`src/rtl/series_eval_engine.sv`:
```
// Fixed-point power-series evaluator: y = sum s_k*c_k*x^(2k+p), external coefficient LUT.
// Define SERIES_SAT_EN to saturate product/accumulator overflow instead of wrapping.
module series_eval_engine #(
    parameter int WIDTH     = 16,
    parameter int FRAC      = 12,
    parameter int MAX_TERMS = 8,
    localparam int AW = $clog2(MAX_TERMS),
    localparam int NW = $clog2(MAX_TERMS + 1)
) (
    input  logic                    clk,
    input  logic                    rst,
    input  logic                    start,
    input  logic signed [WIDTH-1:0] x,
    input  logic [NW-1:0]           n_terms,
    input  logic                    alt_sign,
    input  logic                    odd_pow,
    output logic [AW-1:0]           coef_addr,
    input  logic signed [WIDTH-1:0] coef_data,
    output logic                    busy,
    output logic                    done,
    output logic signed [WIDTH-1:0] y,
    output logic                    ovf
);

    localparam logic [NW-1:0]    MAX_N = NW'(MAX_TERMS);
    localparam logic [WIDTH-1:0] ONE   = WIDTH'(1 << FRAC);
    localparam logic [WIDTH-1:0] Q_MAX = {1'b0, {(WIDTH-1){1'b1}}};
    localparam logic [WIDTH-1:0] Q_MIN = {1'b1, {(WIDTH-1){1'b0}}};

    typedef enum logic [2:0] {StIdle, StSqr, StMulC, StAcc, StMulX, StDone} state_e;

    state_e state_q, state_d;

    logic [AW-1:0]           k_q;
    logic [NW-1:0]           n_q;
    logic                    alt_q, odd_q, ovf_q;
    logic signed [WIDTH-1:0] x_q, x2_q, p_q, t_q, acc_q, y_q;

    // Result packed as {overflow, value}.
    function automatic logic [WIDTH:0] q_mul(input logic signed [WIDTH-1:0] a,
                                             input logic signed [WIDTH-1:0] b);
        logic signed [2*WIDTH-1:0] prod;
        logic signed [2*WIDTH-1:0] sh;
        logic                      ov;
        logic [WIDTH-1:0]          res;
        prod = a * b;
        sh   = prod >>> FRAC;
        // Kept value is valid only if everything above it is a sign extension.
        ov   = sh[2*WIDTH-1:WIDTH-1] != {(WIDTH+1){sh[2*WIDTH-1]}};
        res  = sh[WIDTH-1:0];
`ifdef SERIES_SAT_EN
        if (ov) res = sh[2*WIDTH-1] ? Q_MIN : Q_MAX;
`endif
        return {ov, res};
    endfunction

    function automatic logic [WIDTH:0] q_add(input logic signed [WIDTH-1:0] a,
                                             input logic signed [WIDTH-1:0] b,
                                             input logic                    sub);
        logic [WIDTH:0]   ext;
        logic             ov;
        logic [WIDTH-1:0] res;
        ext = sub ? ({a[WIDTH-1], a} - {b[WIDTH-1], b}) : ({a[WIDTH-1], a} + {b[WIDTH-1], b});
        ov  = ext[WIDTH] ^ ext[WIDTH-1];
        res = ext[WIDTH-1:0];
`ifdef SERIES_SAT_EN
        if (ov) res = ext[WIDTH] ? Q_MIN : Q_MAX;
`endif
        return {ov, res};
    endfunction

    logic [NW-1:0]  n_eff;
    logic           last_term;
    logic [WIDTH:0] sq_r, pc_r, px_r, add_r;

    assign n_eff     = (n_terms > MAX_N) ? MAX_N : n_terms;
    assign last_term = (NW'(k_q) + NW'(1)) == n_q;
    assign sq_r      = q_mul(x_q, x_q);
    assign pc_r      = q_mul(p_q, coef_data);
    assign px_r      = q_mul(p_q, x2_q);
    assign add_r     = q_add(acc_q, t_q, alt_q && k_q[0]);

    assign coef_addr = k_q;
    assign y         = y_q;
    assign ovf       = ovf_q;

    always_ff @(posedge clk or posedge rst) begin
        if (rst) state_q <= StIdle;
        else     state_q <= state_d;
    end

    always_comb begin
        state_d = state_q;
        case (state_q)
            StIdle: if (start) state_d = (n_eff != '0) ? StSqr : StDone;
            StSqr:  state_d = StMulC;
            StMulC: state_d = StAcc;
            StAcc:  state_d = last_term ? StDone : StMulX;
            StMulX: state_d = StMulC;
            StDone: state_d = StIdle;
            default: state_d = StIdle;
        endcase
    end

    always_comb begin
        busy = 1'b0;
        done = 1'b0;
        case (state_q)
            StIdle: ;
            StDone: done = 1'b1;
            default: busy = 1'b1;
        endcase
    end

    always_ff @(posedge clk or posedge rst) begin
        if (rst) begin
            k_q   <= '0;
            n_q   <= '0;
            alt_q <= 1'b0;
            odd_q <= 1'b0;
            ovf_q <= 1'b0;
            x_q   <= '0;
            x2_q  <= '0;
            p_q   <= '0;
            t_q   <= '0;
            acc_q <= '0;
            y_q   <= '0;
        end else begin
            case (state_q)
                StIdle: begin
                    if (start) begin
                        ovf_q <= 1'b0;
                        if (n_eff != '0) begin
                            x_q   <= x;
                            n_q   <= n_eff;
                            alt_q <= alt_sign;
                            odd_q <= odd_pow;
                            acc_q <= '0;
                            k_q   <= '0;
                        end else begin
                            y_q <= '0;
                        end
                    end
                end
                StSqr: begin
                    x2_q  <= sq_r[WIDTH-1:0];
                    ovf_q <= ovf_q | sq_r[WIDTH];
                    p_q   <= odd_q ? x_q : ONE;
                end
                StMulC: begin
                    t_q   <= pc_r[WIDTH-1:0];
                    ovf_q <= ovf_q | pc_r[WIDTH];
                end
                StAcc: begin
                    acc_q <= add_r[WIDTH-1:0];
                    ovf_q <= ovf_q | add_r[WIDTH];
                    if (last_term) y_q <= add_r[WIDTH-1:0];
                    else           k_q <= k_q + AW'(1);
                end
                StMulX: begin
                    p_q   <= px_r[WIDTH-1:0];
                    ovf_q <= ovf_q | px_r[WIDTH];
                end
                default: ;
            endcase
        end
    end

endmodule
```
`config.mk`:
```
export PLATFORM = sky130hd
export DESIGN_NAME = series_eval_engine
export DESIGN_NICKNAME = d
export VERILOG_FILES = /design/src/rtl/series_eval_engine.sv
export SDC_FILE = /design/constraint.sdc
export NUM_CORES = 2
export LEC_CHECK = 0
export ABC_AREA = 1
export ABC_CLOCK_PERIOD_IN_PS = 9000
export CAP_MARGIN = 0
export CORE_AREA = 2 2 348 350
export CTS_CLUSTER_SIZE = 16
export DETAILED_ROUTE_END_ITERATION = 10
export DIE_AREA = 0 0 350 352
export PLACE_DENSITY = 0.51
export RECOVER_POWER = 100
export SLEW_MARGIN = 15
export SYNTH_ARGS = -nofsm -noshare
export SYNTH_HDL_FRONTEND = slang
export SYNTH_SLANG_ARGS = --single-unit
```
`constraint.sdc`:
```
create_clock -name clk -period 9 [get_ports clk]
set_input_delay 1.35 -clock clk [delete_from_list [all_inputs] [get_ports clk]]
set_output_delay 1.35 -clock clk [all_outputs]
set_load 0.02 [all_outputs]
```
==> reports/results.txt <==
Status: complete, but fails checks
Violated checks: capacitance limit, slew limit
Die area: 123000 um^2
CTS tree: done
Sequential cell area fraction in the yosys report: 7.67%
Layout Utilization: 31.9%
Final nets: 5593
All-Layer GR Usage: 16.2%
Drt wl/cell: 15.4 um
# IOs: 63
RSZ-0062 raised after global routing: no
DRT iter0 DRCs: 1302
Final hold slack: 0.487 ns
Via count: 27000
Drt first pass iters: 7
R2r setup slk: 1.24 ns
Worst Hold Class: reg -> reg
CP max-delay cell: clkbuf_1
Total wire length: 94800 um
Final hold vios: 0
Critical path arrival: 8.04 ns
RD Place Congestion: 0.878
CTS Hold Buffers Added: 0
EDFF count, synth: 0
Cells after Synth: 4587
# port buffers: 62
Syn Nets: 5652
Setup_tns: 0 ns
# clock sinks: 109
CTS Buf Count: 9
WS Path Type: reg -> reg
Count of different cell masters after synthesis: 50
CTS Buffer Depth: 2
Pin count of the biggest net entering global routing: 73
Share of layout cells above drive strength 1: 1.92%
Peak Freq: 129 MHz
Initial Util: 29.8%
Core ar.: 119000 um^2
Drc violations: 0
Grt ovf: 0
Cts repair resizes: 0
Warnings, synthesis: 0
Crit-path most repeated cell: nand2_1
Synth Cell Area: 35600 um^2
Yosys reg bits: 109
Setup crit end kind: register
Area growth from synthesis to layout: 7.17%
Vias in the first global route: 29400
Post-synth top flop: dfrtp_1
Initial antenna violation count: 6
Setup Fix Bufs, Post-CTS: 0
Worst EP required: 9.28 ns
Standard-cell rows: 127
CTS root buffer: clkbuf_16
Async SR Flop Fraction: 100%
Worst skew pair latency: 0.41 ns
Worst rel slew slack: -138%
Post-layout min period: 7.76 ns
CP Launch Type: register
Final slew viol count: 178
Worst-path fanout max: 25
Crit-path max cell delay: 1.32 ns
Vias/cell: 4.39
Max-cap violation count: 4
Synth Area per Inst: 7.75 um^2
Skew final: 0.0131 ns
DP HPWL: 79900 um
First-pass GRT wire length: 158000 um
Slew at the pin closest to its max-slew limit: 3.55 ns
Tcrit/Tclk final: 86.2%
Setup violators final: 0
H-tree Lvls: 3
Post-route ant nets: 0
Clk pin slew, worst setup/hold paths: 0.10 ns
Die H: 352 um
Die X: 350 um
[synth_stat cells (3+ instances only)]
library cell  instances  share of area (%)
a21o_1                6               0.13
a31oi_1              23               0.40
o21ai_1               7              0.098
nand2_2               8               0.14
ha_1                263                9.3
o21a_1                4              0.084
nor3b_1               3              0.063
nor2_1              192                2.0
o21bai_1             17               0.36
a21oi_1             133                1.9
or2_2                10               0.18
o21ai_0             140                2.0
xnor2_1              37               0.91
fa_1                761                 43
nand4_1               5              0.088
inv_1              1371                 14
nand3_2               3              0.084
nand2_1            1135                 12
nor3_2                4               0.11
nor3_1               14               0.20
a22oi_1               4              0.084
buf_2                 5              0.070
nor4_1               10               0.18
xor2_1               45                1.1
nand3b_1              5               0.11
and3_1                4              0.070
clkbuf_2              3              0.042
clkbuf_1            161                1.7
nand3_1              77                1.1
dfrtp_1             109                7.7
[worst max-delay path: cells and delay by family, from the launching register on]
family / cells / cell delay, ns
and+or+nand+nor: 11 / 1.02
adders and majority gates: 7 / 3.44
buffers and inverters: 7 / 1.65
AOI/OAI and AO/OA: 5 / 0.88
DFF: 1 / 0.63
[final timing paths]
check                        from      to  cells past startpoint
setup / recovery           p_q[7]     ovf                     30
hold / removal               y[3]    y[3]                      2
setup reg to reg           p_q[7]     ovf                     30
hold reg to reg              y[3]    y[3]                      2
max in group asynchronous     rst  p_q[3]                      3
min in group asynchronous     rst  n_q[0]                      2
[flip-flops by register name, indices dropped and copies added, names as in the netlist]
register / flops
acc_q: 16
p_q: 16
t_q: 16
x2_q: 16
x_q: 16
y: 16
n_q: 4
coef_addr: 3
state_q: 3
alt_q: 1
odd_q: 1
ovf: 1
[logic make-up (layout without fill, tap and decap cells)]
| family | after synthesis | in the layout | synth area share [%] |
|---|---|---|---|
| flip-flops | 109 | 109 | 7.67 |
| adder cells (fa/ha/maj) | 1024 | 1024 | 52.1 |
| AO/OA/AOI/OAI | 346 | 346 | 5.33 |
| XOR/XNOR | 82 | 82 | 2.02 |
| other | 0 | 1 | 0 |
| AND/OR/NAND/NOR | 1478 | 1478 | 16.5 |
| buffers and inverters | 1548 | 1494 | 16.4 |
[layer usage]
metal	routed length, um	global-route usage, %	vias up
met3	4120	2.04	94
met5	62	0	-
li1	-	-	13000
met4	1840	3.47	10
met1	42800	21.7	13500
met2	46000	27.8	449
[final cells by class]
cell class	count	area, um^2
inverters	1374	5160
flip-flops and latches	109	2730
well taps	1612	2020
fillers	12900	81200
diodes	1	2.50
clock inverters	7	93.8
clock buffers	9	225
multi-input cells	2930	27000
repair buffers	104	921
[placed cells by master (no fill, tap or decap), types with 6 or more instances in the layout]
| cell type | count |
|---|---|
| buf_4 | 38 |
| nor2_1 | 191 |
| nor3_1 | 14 |
| a21oi_1 | 134 |
| clkdlybuf4s50_1 | 37 |
| inv_1 | 1370 |
| a21o_1 | 6 |
| ha_1 | 263 |
| xnor2_1 | 37 |
| xor2_1 | 45 |
| fa_1 | 761 |
| dlygate4sd3_1 | 25 |
| or2_2 | 10 |
| nand2_1 | 1138 |
| o21bai_1 | 17 |
| a31oi_1 | 23 |
| nor4_1 | 10 |
| clkbuf_16 | 9 |
| o21ai_0 | 146 |
| dfrtp_1 | 107 |
| nand3_1 | 78 |
[through the flow]
step	worst slack (ns)	std cells	instance area [um^2]
5_1_grt	0.709	6145	38100
2_1_floorplan	1.85	4587	35600
4_1_cts	1.50	6145	38200
3_5_place_dp	1.07	6129	37900
3_3_place_gp	1.07	6129	37900
6_report	1.24	6146	38100
Power is left out: the tool's default activity adds up to more than one toggle a clock period on the data nets, which glitch-free logic cannot reach.
